$ cat config.mk
export PLATFORM = sky130hd
export DESIGN_NAME = dds_sweep_ctrl
export DESIGN_NICKNAME = d
export VERILOG_FILES = /design/src/rtl/dds_sweep_pkg.sv /design/src/rtl/dds_dwell_timer.sv /design/src/rtl/dds_sweep_ctrl.sv
export SDC_FILE = /design/constraint.sdc
export NUM_CORES = 1
export LEC_CHECK = 0
export ABC_AREA = 1
export CORE_MARGIN = 2
export CORE_UTILIZATION = 30
export DETAILED_ROUTE_END_ITERATION = 8
export HOLD_SLACK_MARGIN = 0.1
export PLACE_DENSITY = 0.55
export SLEW_MARGIN = 5
export SYNTH_ARGS = -nofsm -noshare
export SYNTH_HDL_FRONTEND = slang
export SYNTH_HIERARCHICAL = 1
export SYNTH_SLANG_ARGS = --single-unit
$ cat constraint.sdc
create_clock -name sclk -period 4.9 [get_ports sclk]
set_clock_uncertainty 0.05 [all_clocks]
set_input_delay 1.47 -clock sclk [delete_from_list [all_inputs] [get_ports sclk]]
set_output_delay 1.47 -clock sclk [all_outputs]
set_load 0.005 [all_outputs]
$ cat src/rtl/dds_sweep_pkg.sv
// rtl/dds_sweep_pkg.sv - shared widths and state encoding for the DDS sweep sequencer (DDS_SWEEP_BIDIR_EN adds direction)
package dds_sweep_pkg;
  localparam int FW = 32;
  localparam int PW = 12;
  localparam int DW = 16;

  typedef enum logic [1:0] {
    ST_IDLE = 2'd0,
    ST_RUN  = 2'd1,
    ST_DONE = 2'd2
  } sweep_state_t;

`ifdef DDS_SWEEP_BIDIR_EN
  typedef enum logic {
    DIR_UP   = 1'b0,
    DIR_DOWN = 1'b1
  } sweep_dir_t;
`endif
endpackage

$ cat src/rtl/dds_dwell_timer.sv
// rtl/dds_dwell_timer.sv - per-point dwell counter with load, decrement and zero flag
module dds_dwell_timer #(
  parameter int DW = dds_sweep_pkg::DW
) (
  input  logic          sclk,
  input  logic          rst_n,
  input  logic          load,
  input  logic [DW-1:0] load_val,
  input  logic          dec,
  output logic          zero
);
  logic [DW-1:0] cnt;

  always_ff @(posedge sclk) begin
    if (!rst_n)
      cnt <= '0;
    else if (load)
      cnt <= load_val;
    else if (dec && cnt != '0)
      cnt <= cnt - DW'(1);
  end

  assign zero = (cnt == '0);
endmodule

$ cat src/rtl/dds_sweep_ctrl.sv
// rtl/dds_sweep_ctrl.sv - DDS frequency-sweep sequencer; DDS_SWEEP_BIDIR_EN enables an up-then-down sweep
module dds_sweep_ctrl #(
  parameter int FW = dds_sweep_pkg::FW,
  parameter int PW = dds_sweep_pkg::PW,
  parameter int DW = dds_sweep_pkg::DW
) (
  input  logic          sclk,
  input  logic          rst_n,
  input  logic          cfg_valid,
  output logic          cfg_ready,
  input  logic [FW-1:0] cfg_f_start,
  input  logic [FW-1:0] cfg_f_stop,
  input  logic [FW-1:0] cfg_f_step,
  input  logic [DW-1:0] cfg_dwell,
  input  logic [PW-1:0] cfg_phase,
  input  logic          start,
  input  logic          abort,
  output logic [FW-1:0] freq_ctrl,
  output logic [PW-1:0] phase_ctrl,
  output logic          dds_en,
  output logic          busy,
  output logic          step_stb,
  output logic          sweep_done
);
  import dds_sweep_pkg::*;

  sweep_state_t  state, state_nx;
  logic          cfg_loaded;
  logic [FW-1:0] sh_f_start, sh_f_stop, sh_f_step;
  logic [DW-1:0] sh_dwell;
  logic [PW-1:0] sh_phase;
  // Active copy: a config accepted on the start edge must not disturb the sweep it launches.
  logic [FW-1:0] act_start, act_stop, act_step;
  logic [DW-1:0] act_dwell;
  logic          act_load;

  logic [FW-1:0] freq_nx;
  logic [PW-1:0] phase_nx;
  logic          en_nx, busy_nx, stb_nx, done_nx, ready_nx;
  logic          tmr_load, tmr_dec, tmr_zero;
  logic [DW-1:0] tmr_val;

  logic [FW:0]   up_sum;
  logic [FW-1:0] up_next, dn_next;
  assign up_sum  = {1'b0, freq_ctrl} + {1'b0, act_step};
  assign up_next = (up_sum >= {1'b0, act_stop}) ? act_stop : up_sum[FW-1:0];
  assign dn_next = ({1'b0, freq_ctrl} < {1'b0, act_start} + {1'b0, act_step}) ?
                   act_start : freq_ctrl - act_step;

`ifdef DDS_SWEEP_BIDIR_EN
  sweep_dir_t dir, dir_nx;
`endif

  function automatic logic [DW-1:0] dwell_m1(input logic [DW-1:0] d);
    return (d == '0) ? '0 : d - DW'(1);
  endfunction

  dds_dwell_timer #(.DW(DW)) u_dwell (
    .sclk(sclk), .rst_n(rst_n), .load(tmr_load), .load_val(tmr_val),
    .dec(tmr_dec), .zero(tmr_zero)
  );

  always_ff @(posedge sclk) begin
    if (!rst_n) state <= ST_IDLE;
    else        state <= state_nx;
  end

  always_comb begin
    state_nx = state;
    freq_nx  = freq_ctrl;
    phase_nx = phase_ctrl;
    en_nx    = dds_en;
    busy_nx  = busy;
    stb_nx   = 1'b0;
    done_nx  = 1'b0;
    tmr_load = 1'b0;
    tmr_val  = dwell_m1(act_dwell);
    tmr_dec  = (state == ST_RUN);
    act_load = 1'b0;
`ifdef DDS_SWEEP_BIDIR_EN
    dir_nx   = dir;
`endif
    case (state)
      ST_IDLE: begin
        if (start && cfg_loaded) begin
          state_nx = ST_RUN;
          freq_nx  = sh_f_start;
          phase_nx = sh_phase;
          en_nx    = 1'b1;
          busy_nx  = 1'b1;
          tmr_load = 1'b1;
          tmr_val  = dwell_m1(sh_dwell);
          act_load = 1'b1;
`ifdef DDS_SWEEP_BIDIR_EN
          dir_nx   = DIR_UP;
`endif
        end
      end
      ST_RUN: begin
        if (tmr_zero) begin
`ifdef DDS_SWEEP_BIDIR_EN
          if (dir == DIR_DOWN) begin
            if (freq_ctrl == act_start) begin
              state_nx = ST_DONE;
            end else begin
              freq_nx = dn_next; stb_nx = 1'b1; tmr_load = 1'b1;
            end
          end else if (act_start >= act_stop) begin
            state_nx = ST_DONE;
          end else if (act_step == '0) begin
            state_nx = ST_RUN;
          end else if (freq_ctrl == act_stop) begin
            dir_nx = DIR_DOWN; freq_nx = dn_next; stb_nx = 1'b1; tmr_load = 1'b1;
          end else begin
            freq_nx = up_next; stb_nx = 1'b1; tmr_load = 1'b1;
          end
`else
          if (freq_ctrl == act_stop || act_start >= act_stop) begin
            state_nx = ST_DONE;
          end else if (act_step != '0) begin
            freq_nx = up_next; stb_nx = 1'b1; tmr_load = 1'b1;
          end
`endif
          if (state_nx == ST_DONE) begin
            en_nx   = 1'b0;
            busy_nx = 1'b0;
            done_nx = 1'b1;
          end
        end
      end
      default: state_nx = ST_IDLE;
    endcase
    // Abort wins over every transition; freq/phase simply hold.
    if (abort) begin
      state_nx = ST_IDLE;
      freq_nx  = freq_ctrl;
      phase_nx = phase_ctrl;
      en_nx    = 1'b0;
      busy_nx  = 1'b0;
      stb_nx   = 1'b0;
      done_nx  = 1'b0;
      tmr_load = 1'b0;
      act_load = 1'b0;
    end
    ready_nx = (state_nx == ST_IDLE);
  end

  always_ff @(posedge sclk) begin
    if (!rst_n) begin
      freq_ctrl  <= '0;
      phase_ctrl <= '0;
      dds_en     <= 1'b0;
      busy       <= 1'b0;
      step_stb   <= 1'b0;
      sweep_done <= 1'b0;
      cfg_ready  <= 1'b1;
      cfg_loaded <= 1'b0;
      sh_f_start <= '0;
      sh_f_stop  <= '0;
      sh_f_step  <= '0;
      sh_dwell   <= '0;
      sh_phase   <= '0;
      act_start  <= '0;
      act_stop   <= '0;
      act_step   <= '0;
      act_dwell  <= '0;
`ifdef DDS_SWEEP_BIDIR_EN
      dir        <= DIR_UP;
`endif
    end else begin
      freq_ctrl  <= freq_nx;
      phase_ctrl <= phase_nx;
      dds_en     <= en_nx;
      busy       <= busy_nx;
      step_stb   <= stb_nx;
      sweep_done <= done_nx;
      cfg_ready  <= ready_nx;
`ifdef DDS_SWEEP_BIDIR_EN
      dir        <= dir_nx;
`endif
      if (act_load) begin
        act_start <= sh_f_start;
        act_stop  <= sh_f_stop;
        act_step  <= sh_f_step;
        act_dwell <= sh_dwell;
      end
      if (cfg_valid && cfg_ready) begin
        sh_f_start <= cfg_f_start;
        sh_f_stop  <= cfg_f_stop;
        sh_f_step  <= cfg_f_step;
        sh_dwell   <= cfg_dwell;
        sh_phase   <= (cfg_phase >= PW'(360)) ? '0 : cfg_phase;
        cfg_loaded <= 1'b1;
      end
    end
  end
endmodule

== Word level (Yosys, flattened, before mapping) ==
Cells that the tools add are included.
Cells by class
  equality and inequality tests: 8
  muxes and demuxes: 33
  add/sub/neg operators: 4
  reduce and logical (&&, ||, !) cells: 19
  bitwise operators: 4
  $lt $le $gt $ge: 3
Operators with widths (count)
  $mux W32: 5
  $mux W16: 6
  $pmux W32 S2: 1
  $logic_not A16 Y1: 3
  $sub A16 B1 Y16 const B: 3
  $add A32 B32 Y33: 1
  $ge A33 B32 Y1: 1
  $eq A32 B32 Y1: 1
  $ge A32 B32 Y1: 1
  $reduce_bool A32 Y1: 1
  $reduce_bool A16 Y1: 1
  $ge A12 B9 Y1 const B: 1
  $mux W12: 1
  $mux W2: 6
  $mux W1: 11
  $ne A2 B2 Y1 const B: 5
  $reduce_and A6 Y1: 1
  $logic_not A2 Y1: 2
  $not A1 Y1: 4
  $pmux W1 S2: 2
  $pmux W2 S2: 1
  $reduce_and A4 Y1: 1
  $reduce_bool A2 Y1: 2
  $reduce_or A4 Y1: 1
  7 further kinds: 9
Storage, ports and cells
  bits of input ports: 129
  register bits after elaboration: 303
  output and inout port bits: 49
  logic and storage cells: 89

== Longest topological paths before layout ==
  depth in word-level cells: 9
  mapped depth: 30
  gate-level depth less buffers: 29

== By module ==
Netlist, hierarchy kept.
Modules (own cells, without submodules)
  dds_sweep_ctrl: cells each 2252, sequential area each 5745.5 µm², instances 1, area an instance 15508.6 µm²
  dds_dwell_timer: cells each 211, sequential area each 320.3 µm², instances 1, area an instance 1189.9 µm²

== Worst setup path before layout ==
No wires, ideal clock.
  path type: register -> register
  start point: register freq_ctrl[0]
  end point: register freq_ctrl[13]
  cell stages (with the launch flop): 29
  path slack: 1.394 ns
  buffers on the path: 1
  data arrival time: 3.339 ns
  library setup time: 0.117 ns
  required time: 4.733 ns
  period minus slack after synthesis: 3.506 ns
  cell sequence: dfxtp_1 > ha_1 > fa_1 > nand2_1 > nand2_1 > o21ai_1 > o21bai_1 > nand3_1 > nand2_1 > a21oi_1 > nand2_1 > nand2_1 > inv_1 > ha_1 > nand2_1 > inv_1 > o21bai_1 > nand2_1 > a21oi_1 > nand3_1 > nand2_1 > nand2_1 > nand2_1 > nand2_1 > nand2_1 > buf_1 > nand3_1 > nand3_1 > a21oi_1
Between the ends
  longest elaborated chain between the ends: 7
  elaborated cells between the ends (all ways): 11
  classes of those cells: add/sub (1); order compare (1); eq/ne (2); mux (5); reduce/logical (2)
Ends and longest elaborated chain
  from (decl): line dds_sweep_ctrl.sv:18  | output logic [FW-1:0] freq_ctrl,
  from (signal assigned): line dds_sweep_ctrl.sv:171  | freq_ctrl <= freq_nx;
  $add A32 B32 Y33: line dds_sweep_ctrl.sv:45  | assign up_sum = {1'b0, freq_ctrl} + {1'b0, act_step};
  $ge A33 B32 Y1: line dds_sweep_ctrl.sv:46  | assign up_next = (up_sum >= {1'b0, act_stop}) ? act_stop : up_sum[FW-1:0];
  $mux W32: line dds_sweep_ctrl.sv:46
  $mux W32: line dds_sweep_ctrl.sv:120  | end else if (act_step != '0) begin
  $mux W32: line dds_sweep_ctrl.sv:118  | if (freq_ctrl == act_stop || act_start >= act_stop) begin
  $mux W32: line dds_sweep_ctrl.sv:100  | if (tmr_zero) begin
  $pmux W32 S2: line dds_sweep_ctrl.sv:83  | case (state)
Several ways; a longest one is shown, not always the timed one. The select of a mux whose other input is x is not followed.
A chain may end at the register's enable or synchronous reset.

== Worst setup path in the final report ==
  start point: register freq_ctrl[2]
  end point: register freq_ctrl[15]
The elaborated chain is that of the path after synthesis.

==> results.sh <==
export IMPL_clkLatencyLatePin_ns=0.57
export IMPL_grt_first_pass_wirelength_mm=89.2
export IMPL_finalHoldViolations=0
export IMPL_wirelength_mm=58.8
export IMPL_htreeDepth=2
export IMPL_setup_slack_ns=0.516
export IMPL_yosysUniqueCellTypes=51
export IMPL_tns_ns=0
export IMPL_core_area_mm2=0.0551
export IMPL_overflow=0
export IMPL_rows=86
export IMPL_post_cts_resized=0
export IMPL_numCtsBuffers=38
export IMPL_area_growth_pct=22.6
export IMPL_worstSetupEndpointType="flop"
export IMPL_cp_start_kind="flop"
export IMPL_synth_warnings=6
export IMPL_path_clk_slew_ns=0.05
export IMPL_drt_iter0_drc=1187
export IMPL_firstDrtPassIters=5
export IMPL_status="complete, no violations"
export IMPL_synth_top_flop_cell="dfxtp_1"
export IMPL_antenna_found_initial=1
export IMPL_power_leakage_nw=9.39
export IMPL_fmax_mhz=228
export IMPL_insertedDiodeCount=0
export IMPL_die_w_um=240
export IMPL_dpl_worst_slack_ns=0.558
export IMPL_cp_arrival_ns=4.78
export IMPL_avgViaCountPerCell=4.83
export IMPL_die_h_um=240
export IMPL_worstPathMaxFanout=33
export IMPL_drv_cap=0
export IMPL_syn_num_nets=2692
export IMPL_yosys_area_top_type_share=0.363
export IMPL_dp_cells=3309
export IMPL_rsz0062_at_grt="false"
export IMPL_drc=0
export IMPL_p_seq_frac=0.384
export IMPL_finalSetupViolations=0
export IMPL_fin_crit_ns=4.38
export IMPL_port_buffers=177
export IMPL_drv_slew=0
export IMPL_grt_pass1_vias=15596
export IMPL_ys_async_sr_fraction=0
export IMPL_nets=2830
export IMPL_dp_hpwl_mm=44.2
export IMPL_gp_congestion=0.942
export IMPL_initial_utilization=0.303
export IMPL_crit_type="reg2reg"
export IMPL_avgRoutedWirePerCell_um=17.4
export IMPL_p_comb_frac=0.220
export IMPL_avgSynthCellArea_um2=6.78
export IMPL_max_slew_margin=0.243
export IMPL_die_area_mm2=0.0576
export IMPL_synth_seq_cells=303
export IMPL_synth_seq_area_share=0.363
export IMPL_min_path_type="reg2reg"
export IMPL_drive_gt1_frac=0.0624
export IMPL_grt_max_degree=100
export IMPL_fin_cells=3376
export IMPL_ir_worst_vdd_mv=0.234
export IMPL_power_w=0.00712
export IMPL_finish_utilization=0.371
export IMPL_num_io_pins=178
export IMPL_p_sw_w=0.00224
export IMPL_syn_inst=2463
export IMPL_post_cts_buffers=0
export IMPL_synth_largest_area_cell="dfxtp_1"
export IMPL_crit_required_ns=5.29
export IMPL_p_int_w=0.00488
export IMPL_fin_crit_sh=0.895
export IMPL_ctsHoldBuffers=0
export IMPL_power_frac_clock=0.397
export IMPL_tritoncts="yes"
export IMPL_switching_share=0.315
export IMPL_grt_total_usage=0.202
export IMPL_syn_area_mm2=0.0167
export IMPL_cts_sinks=303
export IMPL_pwr_density_cell_mw_per_mm2=348
export IMPL_synth_area_leaders="dfxtp_1 (36%), nor2_1 (11%), nand2_1 (8.8%)"
export IMPL_vias=16316
export IMPL_synth_edf_count=0
export IMPL_cts_root_buf="clkbuf_16"
export IMPL_tightest_slew_ns=1.13
export IMPL_clk_path_buf_depth=3
export IMPL_ant_nets=0
## registers in the layout, indices dropped and copies added (netlist names), 2 cells and up
register     count
act_dwell       16
act_start       32
act_step        32
act_stop        32
freq_ctrl       32
phase_ctrl      12
sh_dwell        16
sh_f_start      32
sh_f_step       32
sh_f_stop       32
sh_phase        12
state            2
u_dwell/cnt     16
## critical path, stage by stage, from the launching register on
cell and delay [ns]:
dfxtp_1 0.47, ha_1 0.30, o21ai_0 0.45, o21bai_1 0.20, nand3_1 0.13, nand2_1 0.17
nand2_1 0.10, nand2_1 0.06, xor2_1 0.28, inv_1 0.09, ha_1 0.29, nand2_1 0.05
nor2_1 0.10, nand2_1 0.10, inv_1 0.09, nand4_1 0.08, o21bai_1 0.37, nor2_8 0.20
nand2_2 0.13, buf_4 0.28, nand2_1 0.09, nand3_1 0.08, a21oi_1 0.08
## cell families (layout without fill, tap and decap cells)
group,after synthesis,in the layout,synth area share
fa+ha+maj,100,100,0.0754
flops,303,303,0.363
simple gates,1082,1082,0.270
compound gates,548,548,0.173
xor+xnor,57,57,0.0299
buf+inv,373,538,0.0881
## routing by layer
layer	up-vias	global-route usage	routed length (µm)
li1	8279	-	-
met1	7539	0.252	25700
met2	390	0.352	28600
met3	108	0.0251	2470
met4	0	0.0796	2070
met5	-	0	0
## layout make-up
type	count	area [µm²]
Clock inverter	16	185
Sequential cell	303	6070
Multi-Input combinational cell	1787	9190
Timing Repair Buffer	211	2050
Inverter	260	978
Tap cell	748	936
Fill cell	5929	34600
Clock buffer	51	1060
## synth_stat cells (3+ instances only)
cell type,count
nand3_1,110
xor2_1,44
o22ai_1,14
buf_2,21
buf_1,3
nand2_2,8
nor2_2,7
buf_4,8
o21ai_2,6
xnor2_1,13
nor4_1,14
nand4_1,19
nor2_4,4
o21ai_0,283
nor2_1,482
inv_1,236
a21oi_1,203
nand3b_1,5
inv_2,22
nand2_1,391
o21a_1,3
a21oi_2,3
a21o_1,5
clkbuf_1,79
nand2_4,4
o21ai_1,7
dfxtp_1,303
o21bai_1,11
a21boi_0,3
nor3_1,26
ha_1,99
## worst paths after layout
path | end | slack (ns) | cells after the start | from
worst max register to register | freq_ctrl[15]$_SDFFE_PN0P_ | 0.52 | 22 | freq_ctrl[2]$_SDFFE_PN0P_
worst min register to register | sh_phase[10]$_SDFFE_PN0P_ | 0.40 | 2 | sh_phase[10]$_SDFFE_PN0P_
worst max-delay path | freq_ctrl[15]$_SDFFE_PN0P_ | 0.52 | 22 | freq_ctrl[2]$_SDFFE_PN0P_
worst min-delay path | sh_phase[10]$_SDFFE_PN0P_ | 0.40 | 2 | sh_phase[10]$_SDFFE_PN0P_
## cell usage in the layout, fill, tap and decap left out, drive strengths merged, types with 2 or more instances in the layout
| cell type | count |
|---|---|
| nor2 | 494 |
| o22ai | 14 |
| ha | 99 |
| bufinv | 3 |
| a21o | 5 |
| clkbuf | 51 |
| xnor2 | 13 |
| a21oi | 207 |
| buf | 35 |
| o21ai | 296 |
| nor3 | 29 |
| a31oi | 2 |
| o21a | 4 |
| inv | 256 |
| clkinvlp | 3 |
| nand4 | 19 |
| nand2 | 403 |
| o211ai | 2 |
| nand3b | 5 |
| or2 | 2 |
| clkinv | 14 |
| a21boi | 3 |
| xor2 | 44 |
| clkdlybuf4s50 | 176 |
| nand3 | 112 |
| o21bai | 11 |
| dfxtp | 303 |
| nor4 | 15 |
## per-stage QoR
step / cell area, µm² / hold slack [ns]
2_1_floorplan: 16700 / 0.374
3_3_place_gp: 19200 / 0.389
3_5_place_dp: 19200 / 0.390
4_1_cts: 20500 / 0.398
5_1_grt: 20500 / 0.423
6_report: 20500 / 0.396
## power groups by stage
stage | sequential [W] | combinational (W) | clock, W
after floorplan | 0.00275 | 0.00103 | 0
after global placement | 0.00278 | 0.00154 | 0
after detailed placement | 0.00279 | 0.00155 | 0
after CTS | 0.00273 | 0.00156 | 0.00291
after global routing | 0.00275 | 0.00176 | 0.00301
final | 0.00273 | 0.00156 | 0.00282
(Power assumes the default switching activity.)
==> patch, RTL diff (same settings) <==
Set the package constant `DW` to 24 (it was 16).
--- a/src/rtl/dds_sweep_pkg.sv
+++ b/src/rtl/dds_sweep_pkg.sv
@@ -3,5 +3,5 @@
   localparam int FW = 32;
   localparam int PW = 12;
-  localparam int DW = 16;
+  localparam int DW = 24;
 
   typedef enum logic [1:0] {
Ports: changed (resized cfg_dwell); port bits go from 178 to 186. The function was not compared with the original's and may differ.
==> patch against the original RTL <==
Count of clock-buffer cells in the layout unchanged; critical path depth increased by 1; power increased by 15%; wire length decreased by 4.8%; setup slack improved by 0.14 ns; synthesized area increased by 12%; final area increased by 11%; final cell count increased by 9.6%; sequential cell count increased by 24; largest cell class unchanged; highest routed layer unchanged.
==> patch: results (changes against the original RTL) <==
Placed design
  • HPWL after DPL: 41400 um (was 44200 um)
  • Pre-CTS setup slack: 0.663 ns (was 0.558 ns)

Routing
  • Met3 wire length: 2300 um (was 2470 um)
  • Wire length on met2: 24700 um (was 28600 um)
  • Vias: 17200 (was 16300)
  • DRT iter0 DRCs: 910 (was 1187)
  • Wl on met1: 28000 um (was 25700 um)

Clock tree
  • Total CTS buffers: 40 (was 38)
  • CTS sink cnt: 327 (was 303)
  • Clock transition at path regs: 0.07 ns (was 0.05 ns)

Cells and area
  • Fillers: 6608 (was 5929)
  • Multi-In Gates: 1999 (was 1787)
  • Non-Clock Buffer Count: 205 (was 211)
  • Buffering overhead: 9.08% (was 10.0%)

Critical path
  • WP data arrival: 4.68 ns (was 4.78 ns)
  • R2R Path End: freq_ctrl[26] (was freq_ctrl[15])
  • Slowest cell on crit path: nor2_8 (was dfxtp_1)
  • R2r setup slk: 0.65 ns (was 0.52 ns)

GRT
  • Vias in the first global route: 16300 (was 15600)
  • Largest net degree at the start of global routing: 128 (was 100)
  • Initial antenna violation count: 0 (was 1)
  • Total GRT Usage: 17.2% (was 20.2%)
  • Met3 usage: 2.83% (was 2.51%)
  • First-pass GRT wire length: 88700 um (was 89200 um)

Power
  • Lkg Pwr: 0.0101 uW (was 0.00939 uW)
  • VDD IR max: 0.000217 V (was 0.000234 V)

Yosys
  • Post-synth top cells: nor2_1 (534), nand2_1 (454), dfxtp_1 (327) (was nor2_1 (482), nand2_1 (391), dfxtp_1 (303))
  • Unique masters post-synth: 58 (was 51)

STA
  • Period utilization: 86.7% (was 89.5%)

Status
  • Status: complete, no violations (unchanged)
## patch: cell types whose count changed in the layout (fill, tap and decap cells not counted), moves of 9 or more
cell | before | now
nor2_2 | 6 | 15
a21oi_2 | 3 | 33
o22ai_2 | 0 | 21
inv_1 | 235 | 219
buf_4 | 32 | 16
nand2_1 | 390 | 453
nand3_1 | 109 | 134
o22ai_1 | 14 | 3
nor2_1 | 481 | 532
inv_2 | 21 | 37
dfxtp_1 | 303 | 327
o21ai_0 | 283 | 292
nand4_1 | 19 | 31
## patch: worst min-delay path by stage
| stage | end | from | depth (start not counted) | slack, ns |
|---|---|---|---|---|
| after floorplan | sh_phase[10] | sh_phase[10] | 2 | 0.37 |
| after global placement | sh_phase[10] | sh_phase[10] | 2 | 0.39 |
| after detailed placement | sh_phase[10] | sh_phase[10] | 2 | 0.39 |
| after CTS | sh_phase[10] | sh_phase[10] | 2 | 0.40 |
| after global routing | sh_phase[10] | sh_phase[10] | 2 | 0.42 |
| final | sh_phase[11] | sh_phase[11] | 2 | 0.40 |
## patch: through the flow
| stage | area [um2] | cells |
|---|---|---|
| 2_1_floorplan | 18600 | 2712 |
| 3_3_place_gp | 21200 | 3628 |
| 3_5_place_dp | 21200 | 3628 |
| 4_1_cts | 22600 | 3701 |
| 5_1_grt | 22600 | 3701 |
| 6_report | 22600 | 3701 |
## patch: cell families (layout without fill, tap and decap cells)
family          count (synthesis)  in the layout  share of synthesized area [%]
compound gates                580            580                           17.8
xor+xnor                       72             72                           3.38
fa+ha+maj                     101            101                           6.82
buf+inv                       386            538                           8.37
flops                         327            327                           35.1
simple gates                 1246           1246                           28.5
## patch: power by group
group          switching (uW)  internal [uW]
logic                    1190            727
registers                 139           2820
clock network            1240           2030
